`src/rtl/tag_lookup_pkg.sv`:
```
// Shared types and default geometry for the direct-mapped tag lookup controller.
// The controller takes its widths as parameters; these localparams describe the default build.
package tag_lookup_pkg;

  localparam int AWIDTH_DEF = 3;
  localparam int DWIDTH_DEF = 14;
  localparam int TWIDTH     = DWIDTH_DEF - 1;
  localparam int DEPTH      = 1 << AWIDTH_DEF;
  localparam int VALID_BIT  = DWIDTH_DEF - 1;

  typedef enum logic [2:0] {
    FLUSH = 3'd0,
    IDLE  = 3'd1,
    RD    = 3'd2,
    CMP   = 3'd3,
    WR    = 3'd4
  } state_e;

endpackage

```
`src/rtl/tag_cmp.sv`:
```
// Combinational hit detect for one way: the entry must be valid and its full tag must match.
module tag_cmp #(
  parameter int DWIDTH = 14
) (
  input  logic [DWIDTH-1:0] entry,
  input  logic [DWIDTH-2:0] tag,
  output logic              hit
);

  assign hit = entry[DWIDTH-1] && (entry[DWIDTH-2:0] == tag);

endmodule

```
`src/rtl/tag_lookup_ctrl.sv`:
```
// Serialises flushes, fills and lookups onto one synchronous-read tag RAM port.
// The RAM lives in the parent; this block only drives its address/data/write-enable.
module tag_lookup_ctrl
  import tag_lookup_pkg::*;
#(
  parameter int AWIDTH = AWIDTH_DEF,
  parameter int DWIDTH = DWIDTH_DEF
) (
  input  logic              clock,
  input  logic              reset,
  input  logic              flush_req,
  input  logic              fill_valid,
  output logic              fill_ready,
  input  logic [AWIDTH-1:0] fill_index,
  input  logic [DWIDTH-2:0] fill_tag,
  input  logic              lkp_valid,
  output logic              lkp_ready,
  input  logic [AWIDTH-1:0] lkp_index,
  input  logic [DWIDTH-2:0] lkp_tag,
  input  logic              lkp_alloc,
  output logic              res_valid,
  output logic              res_hit,
  output logic [AWIDTH-1:0] res_index,
  output logic              busy,
  output logic [AWIDTH-1:0] ram_addr,
  output logic [DWIDTH-1:0] ram_din,
  output logic              ram_we,
  input  logic [DWIDTH-1:0] ram_dout
);

  localparam logic [AWIDTH-1:0] CNT_LAST = AWIDTH'((1 << AWIDTH) - 1);

  state_e            state_q, state_d;
  logic [AWIDTH-1:0] cnt_q, cnt_d;
  logic [AWIDTH-1:0] idx_q, idx_d;
  logic [DWIDTH-2:0] tag_q, tag_d;
  logic              alloc_q, alloc_d;
  logic              res_valid_q, res_valid_d;
  logic              res_hit_q, res_hit_d;
  logic [AWIDTH-1:0] res_index_q, res_index_d;
  logic              hit;

  tag_cmp #(.DWIDTH(DWIDTH)) u_cmp (
    .entry (ram_dout),
    .tag   (tag_q),
    .hit   (hit)
  );

  always_ff @(posedge clock) begin
    if (reset) begin
      state_q     <= FLUSH;
      cnt_q       <= '0;
      idx_q       <= '0;
      tag_q       <= '0;
      alloc_q     <= 1'b0;
      res_valid_q <= 1'b0;
      res_hit_q   <= 1'b0;
      res_index_q <= '0;
    end else begin
      state_q     <= state_d;
      cnt_q       <= cnt_d;
      idx_q       <= idx_d;
      tag_q       <= tag_d;
      alloc_q     <= alloc_d;
      res_valid_q <= res_valid_d;
      res_hit_q   <= res_hit_d;
      res_index_q <= res_index_d;
    end
  end

  always_comb begin
    state_d     = state_q;
    cnt_d       = cnt_q;
    idx_d       = idx_q;
    tag_d       = tag_q;
    alloc_d     = alloc_q;
    res_valid_d = 1'b0;
    res_hit_d   = res_hit_q;
    res_index_d = res_index_q;
    ram_addr    = '0;
    ram_din     = '0;
    ram_we      = 1'b0;
    fill_ready  = 1'b0;
    lkp_ready   = 1'b0;

    unique case (state_q)
      FLUSH: begin
        ram_we   = 1'b1;
        ram_addr = cnt_q;
        cnt_d    = cnt_q + AWIDTH'(1);
        if (cnt_q == CNT_LAST) state_d = IDLE;
      end
      IDLE: begin
        // Flush beats fill beats lookup; ready reflects that priority.
        fill_ready = !flush_req;
        lkp_ready  = !flush_req && !fill_valid;
        if (flush_req) begin
          state_d = FLUSH;
          cnt_d   = '0;
        end else if (fill_valid) begin
          idx_d   = fill_index;
          tag_d   = fill_tag;
          alloc_d = 1'b0;
          state_d = WR;
        end else if (lkp_valid) begin
          idx_d   = lkp_index;
          tag_d   = lkp_tag;
          alloc_d = lkp_alloc;
          state_d = RD;
        end
      end
      RD: begin
        ram_addr = idx_q;
        state_d  = CMP;
      end
      CMP: begin
        ram_addr    = idx_q;
        res_valid_d = 1'b1;
        res_hit_d   = hit;
        res_index_d = idx_q;
        state_d     = (!hit && alloc_q) ? WR : IDLE;
      end
      WR: begin
        ram_we   = 1'b1;
        ram_addr = idx_q;
        ram_din  = {1'b1, tag_q};
        state_d  = IDLE;
      end
      default: state_d = FLUSH;
    endcase
  end

  assign res_valid = res_valid_q;
  assign res_hit   = res_hit_q;
  assign res_index = res_index_q;
  assign busy      = (state_q != IDLE);

endmodule

```
`config.mk`:
```
export PLATFORM = sky130hd
export DESIGN_NAME = tag_lookup_ctrl
export DESIGN_NICKNAME = d
export VERILOG_FILES = /design/src/rtl/tag_lookup_pkg.sv /design/src/rtl/tag_cmp.sv /design/src/rtl/tag_lookup_ctrl.sv
export SDC_FILE = /design/constraint.sdc
export NUM_CORES = 1
export LEC_CHECK = 0
export CAP_MARGIN = 30
export CORE_UTILIZATION = 31
export CTS_BUF_LIST = sky130_fd_sc_hd__clkbuf_8
export DETAILED_ROUTE_END_ITERATION = 8
export PLACE_DENSITY = 0.67
export SYNTH_ARGS = -nofsm -noshare
export SYNTH_HDL_FRONTEND = slang
export SYNTH_SLANG_ARGS = --single-unit
```
`constraint.sdc`:
```
create_clock -name clock -period 2.2 [get_ports clock]
set_input_delay 0.44 -clock clock [delete_from_list [all_inputs] [get_ports clock]]
set_output_delay 0.44 -clock clock [all_outputs]
set_load 0.005 [all_outputs]
```
======== Yosys cells after proc, flatten, opt, wreduce, memory -nomap -nowiden ========
Cells that the tools add are included.
cells by class
  add/sub/neg operators ................... 1
  $mul .................................... 0
  div/mod/pow operators ................... 0
  $lt $le $gt $ge ......................... 0
  equality and inequality tests ........... 10
  shift-type cells ........................ 0
  muxes and demuxes ....................... 20
  bitwise logic cells ..................... 1
  reductions and logical operators ........ 14
operators with widths
  kind                   number
  $mux W13               2
  $mux W3                8
  $pmux W3 S5            1
  $mux W14               1
  $eq A13 B13 Y1         1
  $pmux W3 S2            2
  $eq A3 B2 Y1 const B   2
  $eq A3 B3 Y1 const B   2
  $mux W1                6
  $ne A2 B2 Y1 const B   2
  $ne A4 B4 Y1 const B   1
  $reduce_and A2 Y1      2
  $reduce_bool A2 Y1     2
  $add A3 B1 Y3 const B  1
  $eq A3 B1 Y1 const B   1
  $logic_and A1 B1 Y1    3
  $logic_not A1 Y1       3
  $logic_not A3 Y1       1
  $ne A3 B1 Y1 const B   1
  $reduce_and A3 Y1      1
  $reduce_or A3 Y1       1
  $reduce_or A2 Y1       1
  $not A1 Y1             1
storage, ports and cells
  register bits ........................... 28
  latch bits .............................. 0
  RAM bits ................................ 0
  memory bits (read-only) ................. 0
  input port bits ......................... 52
  output and inout port bits .............. 26
  word-level logic and storage cells ...... 54
  memories kept ........................... 0

======== Longest topological paths before layout ========
Gate-level depths: netlist of run 1.
  depth after elaboration ................. 6
  mapped depth ............................ 6
  mapped depth without buffers ............ 6

======== By module ========
From an unflattened synthesis of run 1, not the netlist that was laid out.
second synthesis, totals
  cells, all modules ...................... 179
  area, all modules ....................... 1,622.8 sq um
modules (own cells, without submodules)
  module           times used  cells each  area an instance (sq um)  seq. area each (sq um)
  tag_lookup_ctrl  1           161         1,473.9                   560.5
  tag_cmp          1           18          148.9                     0.0

======== Worst setup path before layout of run 1 ========
Ideal clock, no wire load.
  path kind ............................... reg2out
  from .................................... register state_q[0]
  to ...................................... output port ram_din[10]
  arrival time ............................ 1.192 ns
  required time ........................... 1.760 ns
  setup slack ............................. 0.568 ns
  stages on the path, launching flop included .. 5
  path buffers ............................ 2
  path through ............................ dfxtp_1 > buf_2 > nor2_1 > clkbuf_1 > and3_1
between the ends
  longest elaborated chain between the ends .. 2
ends and longest elaborated chain
  what                    line                   text
  start, declared         tag_lookup_ctrl.sv:33  state_e state_q, state_d;
  start signal, assigned  tag_lookup_ctrl.sv:60  state_q <= state_d;
  $eq A3 B3 Y1            tag_lookup_ctrl.sv:86  unique case (state_q)
  $mux W14                tag_lookup_ctrl.sv:86
  end, declared           tag_lookup_ctrl.sv:26  output logic [DWIDTH-1:0] ram_din,
Every way passes these cells.

======== Worst setup path after layout of run 1 ========
  from .................................... register state_q[0]
  to ...................................... output port ram_din[8]
Same word-level chain as after synthesis.

==> impl_summary.txt, run 1 <==
----------------------------------------------------
[Critical path]
  CP Class ... reg2out
  Slowest Stage Delay on Critical Path ... 0.53 ns
  CP Data Arrival Time ... 1.66 ns
  Launching element type of the critical path ... flip-flop
  Buffering stage count on the worst path with inverters included ... 2
  Highest net fanout along the worst path ... 16
  Top cell family by delay on the critical path ... buffers and inverters
  Sort of element at the end of the critical path ... primary output
  Reg-to-reg setup timing slack ... 0.34 ns
  WP data required ... 1.76 ns
  Ordered cell list for the critical path ... nor2_4, buf_6, and3_1, clkdlybuf4s50_1
  Slowest cell on the critical path ... sky130_fd_sc_hd__clkdlybuf4s50_1

[Power and ir drop]
  Power density over the cells ... 401 mW/mm2
  Sequential group share of total power ... 0.499
  Worst IR Drop VDD ... 0.312 mV
  Combinational power share ... 0.196
  Switching power as a share of total power ... 0.227
  Clk pwr share ... 0.305
  Leakage power ... 0.973 nW
  P_int ... 0.806 mW
  Net switching component of the power ... 0.236 mW

[Die]
  Die span in y ... 74.0 um
  Placeable core region ... 0.00485 mm2
  Starting utilization of the core area ... 0.332
  Num rows ... 25
  Floorplan die area ... 0.00548 mm2
  Overall die width ... 74.0 um
  I/O pin count ... 78

[Clock tree]
  Level count of the clock H-tree ... 1
  TritonCTS clock tree ... yes
  Max Root-Sink Buffers ... 2
  Sinks on Clock Net ... 28
  Clock network latency to the later pin of the worst-skew pair ... 0.27 ns
  Cell at the root of the clock tree ... sky130_fd_sc_hd__clkbuf_8
  Num CTS Buffers ... 3
  CTS clk-pin slew, worst paths ... 0.10 ns
  # hold bufs at CTS ... 0

[Route]
  Routed wire per std cell ... 13.2 um
  Iteration count of the initial detailed-routing pass ... 4
  Post-Route WL ... 4310 um
  Remaining design rule violation count ... 0
  Number of DRC markers in iteration 0 ... 51
  Post-detailed-route count of antenna-violating nets ... 0
  Via count ... 1,535
  Per-cell via count in the routed design ... 4.69

[Placement]
  Instance count after placement with tap cells included ... 322
  Cell area reported after detailed placement ... 0.00249 mm2
  # port buffers ... 77
  Final weighted congestion in routability-driven placement ... 0.775
  Post-detailed-placement half-perimeter wirelength ... 3300 um

[Logic synthesis]
  Netlist cell types ... 30
  Number of nets produced by synthesis ... 233
  Post-synthesis instance total ... 179
  Number of warnings printed during yosys synthesis ... 0
  Netlist area before placement ... 0.00161 mm2
  Synthesis-stage register bit count ... 28
  Sequential element share of the synthesized area ... 0.348
  Average instance area after synthesis ... 8.99 um2

[Global routing]
  GRT Resource Usage Total ... 0.166
  Pin count of the biggest net entering global routing ... 33
  Number of antenna violations at the first check in global routing ... 0
  Vias in the first global route ... 1,487
  Wire length of the first global-routing pass ... 6870 um
  Grt total ovfl ... 0

[Cells and area]
  Net count, final ... 315
  Most common cell after layout, fill and taps aside ... sky130_fd_sc_hd__clkdlybuf4s50_1
  Synthesis-to-layout area growth ... 61.7%
  Core utilization of the finished layout ... 0.537
  Share of final-layout standard cells stronger than drive strength 1 ... 0.162
  Commonest cells after routing, fill and taps aside ... sky130_fd_sc_hd__clkdlybuf4s50_1 (74), sky130_fd_sc_hd__dfxtp_1 (25), sky130_fd_sc_hd__nor2_1 (24)
  Post-layout instance count excluding filler cells ... 327
  Diode insertion count for antenna repair ... 0
  Layout Cell Area excl Fill ... 0.00260 mm2

[Timing]
  Max transition margin ... 0.768
  Setup violators final ... 0
  Maximum frequency from static timing analysis ... 476 MHz
  Number of hold violations in the final report ... 0
  RSZ-0062 raised after global routing ... false
  Worst clock skew on the final layout ... 0.00679 ns
  Final Slew Violations ... 0
  Shortest clock period the worst path allows after layout ... 2.10 ns
  Worst Tran Pin Value ... 0.344 ns
  Share of the clock period used by the worst path after layout ... 0.955

[Min path]
  Hold Crit Class ... reg2reg

[Status]
  Outcome ... completed

[Run]
  Max-cap violations ... 0

----------------------------------------------------
==> cell usage after synthesis <==
| cell type | n | area share |
|---|---|---|
| sky130_fd_sc_hd__and2_1 | 1 | 0.0039 |
| sky130_fd_sc_hd__a21oi_1 | 5 | 0.016 |
| sky130_fd_sc_hd__buf_2 | 2 | 0.0062 |
| sky130_fd_sc_hd__buf_6 | 3 | 0.021 |
| sky130_fd_sc_hd__ha_1 | 2 | 0.016 |
| sky130_fd_sc_hd__nor2b_1 | 1 | 0.0039 |
| sky130_fd_sc_hd__a22oi_1 | 4 | 0.019 |
| sky130_fd_sc_hd__nand2_1 | 11 | 0.026 |
| sky130_fd_sc_hd__nor2_1 | 26 | 0.061 |
| sky130_fd_sc_hd__o31ai_1 | 1 | 0.0047 |
| sky130_fd_sc_hd__nand4_1 | 3 | 0.012 |
| sky130_fd_sc_hd__or4b_4 | 1 | 0.0086 |
| sky130_fd_sc_hd__mux2i_1 | 17 | 0.11 |
| sky130_fd_sc_hd__nand3b_1 | 2 | 0.0093 |
| sky130_fd_sc_hd__o21ai_0 | 6 | 0.019 |
| sky130_fd_sc_hd__a211oi_2 | 14 | 0.11 |
| sky130_fd_sc_hd__xnor2_1 | 13 | 0.071 |
| sky130_fd_sc_hd__and3_1 | 13 | 0.051 |
| sky130_fd_sc_hd__a211oi_1 | 3 | 0.014 |
| sky130_fd_sc_hd__nand3_1 | 4 | 0.012 |
| sky130_fd_sc_hd__or4_1 | 1 | 0.0047 |
| sky130_fd_sc_hd__nor3_1 | 2 | 0.0062 |
| sky130_fd_sc_hd__nor3b_1 | 1 | 0.0047 |
| sky130_fd_sc_hd__inv_1 | 3 | 0.0070 |
| sky130_fd_sc_hd__clkbuf_1 | 7 | 0.016 |
| sky130_fd_sc_hd__buf_4 | 1 | 0.0047 |
| sky130_fd_sc_hd__nor2_4 | 1 | 0.0070 |
| sky130_fd_sc_hd__a221oi_1 | 1 | 0.0054 |
| sky130_fd_sc_hd__a21o_1 | 2 | 0.0093 |
| sky130_fd_sc_hd__dfxtp_1 | 28 | 0.35 |
==> power by group through the flow <==
stage	sequential [mW]	clock (mW)	combinational, mW
after global routing	0.522	0.351	0.222
after detailed placement	0.533	0	0.204
final	0.521	0.318	0.204
after floorplan	0.531	0	0.0791
after CTS	0.522	0.335	0.207
after global placement	0.533	0	0.203
==> layer usage <==
metal	routed length (um)	global-route usage
met1	1970	0.203
met2	2100	0.303
met3	209	0.0325
met4	24	0.0256
met5	0	0
==> worst min-delay path: stages, from the launching register on <==
cell and delay (ns):
sky130_fd_sc_hd__dfxtp_1 0.32, sky130_fd_sc_hd__nand2_1 0.05, sky130_fd_sc_hd__a21oi_1 0.05
==> worst paths after layout <==
check / startpoint / endpoint / cells after the start
worst max-delay path: state_q[0] / ram_din[8] / 4
worst min-delay path: res_index[0] / res_index[0] / 2
worst min register to register: res_index[0] / res_index[0] / 2
worst max register to register: state_q[1] / idx_q[2] / 7
==> registers in the layout (all words and copies together) (netlist names) <==
register	count
tag_q	13
cnt_q	3
idx_q	3
res_index	3
state_q	3
alloc_q	1
res_hit	1
res_valid	1
==> logic make-up after synthesis <==
group | synth area share
xor+xnor | 0.0708
compound gates | 0.195
flops | 0.348
simple gates | 0.209
fa+ha+maj | 0.0155
buf+inv | 0.0552
mux | 0.106
==> layout make-up <==
class | instances | area, um2
fillers | 482 | 2250
multi-input cells | 135 | 985
repair buffers | 90 | 900
flip-flops and latches | 28 | 567
well taps | 67 | 83.8
clock buffers | 4 | 55.1
inverters | 3 | 11.3
==> metrics by stage <==
| step | power [mW] | hold WS, ns | setup WS (ns) | TNS [ns] |
|---|---|---|---|---|
| floorplan | 0.611 | 0.450 | 0.568 | 0 |
| global placement | 0.736 | 0.450 | -0.253 | -0.426 |
| detailed placement | 0.738 | 0.446 | -0.261 | -0.481 |
| CTS | 1.06 | 0.461 | 0.00159 | 0 |
| global route | 1.10 | 0.504 | 0.0115 | 0 |
| finish | 1.04 | 0.459 | 0.0989 | 0 |
==> what timing repair did <==
| action | CTS | global route |
|---|---|---|
| pin swaps | 1 | 0 |
| setup buffers | 1 | 0 |
| resized for setup | 16 | 6 |
| setup endpoints to repair | 18 | 7 |
Power figures use the tool's default switching activity.
==> inputs of run 2 (changes only) <==
--- a/config.mk
+++ b/config.mk
@@ -10,6 +10,7 @@
 export CTS_BUF_LIST = sky130_fd_sc_hd__clkbuf_8
 export DETAILED_ROUTE_END_ITERATION = 8
 export PLACE_DENSITY = 0.67
+export SKIP_LAST_GASP = 1
 export SYNTH_ARGS = -nofsm -noshare
 export SYNTH_HDL_FRONTEND = slang
 export SYNTH_SLANG_ARGS = --single-unit
==> impl_summary.txt, run 2 (synthesized netlist as in run 1, its figures left out) <==
----------------------------------------------------
[Status]
  Outcome ... completed

[Critical path]
  CP Data Arrival Time ... 1.72 ns (+0.06 ns)
  WP data required ... 1.76 ns (about the same)
  Sort of element at the end of the critical path ... primary output
  Start point of the critical path ... flush_req
  CP Class ... in2out
  Slowest Stage Delay on Critical Path ... 0.50 ns (-0.03 ns)
  Ordered cell list for the critical path ... clkdlybuf4s50_1, or4b_4, buf_4, nor2_4, clkbuf_2
  Highest net fanout along the worst path ... 2 (-14)
  Reg-to-Reg Start ... state_q[1]
  Slowest cell on the critical path ... sky130_fd_sc_hd__or4b_4
  Launching element type of the critical path ... primary input

[Timing]
  Worst Tran Pin Value ... 0.345 ns (+0.000949 ns)
  Shortest clock period the worst path allows after layout ... 2.16 ns (+0.0562 ns)
  Maximum frequency from static timing analysis ... 464 MHz (-2.6%)
  Sum of negative setup slack ... 0 ns (unchanged)
  Fin worst setup slack ... 0.0428 ns (-0.0562 ns)
  Number of hold violations in the final report ... 0 (unchanged)
  Setup violators final ... 0 (unchanged)
  RSZ-0062 raised after global routing ... false
  Share of the clock period used by the worst path after layout ... 0.981 (+0.0255)
  Worst clock skew on the final layout ... 0.00738 ns (+0.000592 ns)
  Final Slew Violations ... 0 (unchanged)
  Max transition margin ... 0.767 (about the same)

[Die]
  Placeable core region ... 0.00485 mm2 (unchanged)
  Floorplan die area ... 0.00548 mm2 (unchanged)
  Overall die width ... 74.0 um (unchanged)
  Die span in y ... 74.0 um (unchanged)
  I/O pin count ... 78 (unchanged)
  Num rows ... 25 (unchanged)
  Starting utilization of the core area ... 0.332 (unchanged)

[Min path]
  Launch instance of the worst min-delay path ... res_index[0]
  Hold Crit Class ... reg2reg

[Route]
  Remaining design rule violation count ... 0 (unchanged)
  Routed wire per std cell ... 13.2 um (about the same)
  Per-cell via count in the routed design ... 4.71 (+0.26%)
  Number of DRC markers in iteration 0 ... 48 (-5.9%)
  Post-detailed-route count of antenna-violating nets ... 0 (unchanged)
  Post-Route WL ... 4310 um (about the same)
  Iteration count of the initial detailed-routing pass ... 4 (unchanged)
  Via count ... 1,539 (+0.26%)

[Power and ir drop]
  Leakage power ... 0.971 nW (-0.23%)
  Power density over the cells ... 402 mW/mm2 (+0.39%)
  Worst IR Drop VDD ... 0.311 mV (-0.13%)

[Run]
  Max-cap violations ... 0 (unchanged)

[Placement]
  # port buffers ... 77 (unchanged)
  Post-detailed-placement half-perimeter wirelength ... 3300 um (unchanged)
  Worst slack after detailed placement ... -0.261 ns (unchanged)
  Final weighted congestion in routability-driven placement ... 0.775 (unchanged)
  Instance count after placement with tap cells included ... 322 (unchanged)

[Clock tree]
  Clock network latency to the later pin of the worst-skew pair ... 0.27 ns (about the same)
  # hold bufs at CTS ... 0 (unchanged)
  Num CTS Buffers ... 3 (unchanged)
  CTS clk-pin slew, worst paths ... 0.10 ns (about the same)
  TritonCTS clock tree ... yes
  Cell at the root of the clock tree ... sky130_fd_sc_hd__clkbuf_8
  Sinks on Clock Net ... 28 (unchanged)
  Level count of the clock H-tree ... 1 (unchanged)
  Max Root-Sink Buffers ... 2 (unchanged)

[Global routing]
  Vias in the first global route ... 1,487 (unchanged)
  Wire length of the first global-routing pass ... 6870 um (unchanged)
  GRT Resource Usage Total ... 0.166 (unchanged)
  Grt total ovfl ... 0 (unchanged)
  Pin count of the biggest net entering global routing ... 33 (unchanged)
  Number of antenna violations at the first check in global routing ... 0 (unchanged)

[Cells and area]
  Fill cell total of the finished layout ... 484 (+0.41%)
  Diode insertion count for antenna repair ... 0 (unchanged)
  Max FFs per register ... 13 (unchanged)
  Share of final-layout standard cells stronger than drive strength 1 ... 0.162 (unchanged)
  Most common cell after layout, fill and taps aside ... sky130_fd_sc_hd__clkdlybuf4s50_1
  Register containing the most flip-flops in the final layout ... tag_q
  Post-layout instance count excluding filler cells ... 327 (unchanged)
  Commonest cells after routing, fill and taps aside ... sky130_fd_sc_hd__clkdlybuf4s50_1 (75), sky130_fd_sc_hd__dfxtp_1 (25), sky130_fd_sc_hd__nor2_1 (24)
  Synthesis-to-layout area growth ... 61.1%
  Net count, final ... 315 (unchanged)

----------------------------------------------------
==> run 2: changes by cell type in the layout (fill, tap and decap cells not counted) <==
| cell | delta |
|---|---|
| sky130_fd_sc_hd__buf_6 | -1 |
| sky130_fd_sc_hd__clkbuf_2 | +1 |
| sky130_fd_sc_hd__clkdlybuf4s15_2 | -1 |
| sky130_fd_sc_hd__buf_4 | +1 |
| sky130_fd_sc_hd__dlygate4sd2_1 | -1 |
| sky130_fd_sc_hd__clkdlybuf4s50_1 | +1 |
==> run 2: final timing paths <==
check                           slack [ns]      endpoint  cells past startpoint
worst max-delay path                  0.04     lkp_ready                      5
worst min-delay path                  0.46  res_index[0]                      2
worst max register to register        0.33      idx_q[1]                      7
worst min register to register        0.46  res_index[0]                      2
==> run 2: power by group <==
part           switching [mW]  internal (mW)  leakage, nW
clock                   0.158          0.160       0.0288
combinational          0.0714          0.133        0.714
sequential            0.00722          0.513        0.228
==> run 2: what timing repair did <==
action | in CTS | in global routing
buffers inserted | 1 | 0
pin swaps | 1 | 1
gates resized for setup | 12 | 8
endpoints found under the setup margin | 18 | 9
==> run 2: cell type report <==
cell class	instances	area, um2	share of cell area
Clock buffer	4	55.1	0.0212
Inverter	3	11.3	0.00434
Multi-Input combinational cell	135	985	0.380
Sequential cell	28	567	0.219
Tap cell	67	83.8	0.0323
Timing Repair Buffer	90	891	0.344
==> run 2: stage by stage <==
stage	hold slack, ns	total power, mW	area (um2)	util
floorplan	0.450	0.611	1610	-
global placement	0.450	0.736	2490	0.513
detailed placement	0.446	0.738	2490	0.513
CTS	0.461	1.06	2580	0.532
global route	0.504	1.10	2590	0.535
finish	0.459	1.04	2590	0.535
==> run 2: worst max-delay path: cells and delay by family <==
| family | cells | cell delay [ns] |
|---|---|---|
| AND/OR/NAND/NOR | 2 | 0.58 |
| buffers and inverters | 3 | 0.69 |
==> run 2: per-layer routing <==
layer	GRT usage	up-vias	share of wire
met2	0.303	42	0.49
li1	-	798	-
met5	0	-	0
met4	0.0256	0	0.0053
met3	0.0325	2	0.048
met1	0.203	697	0.46
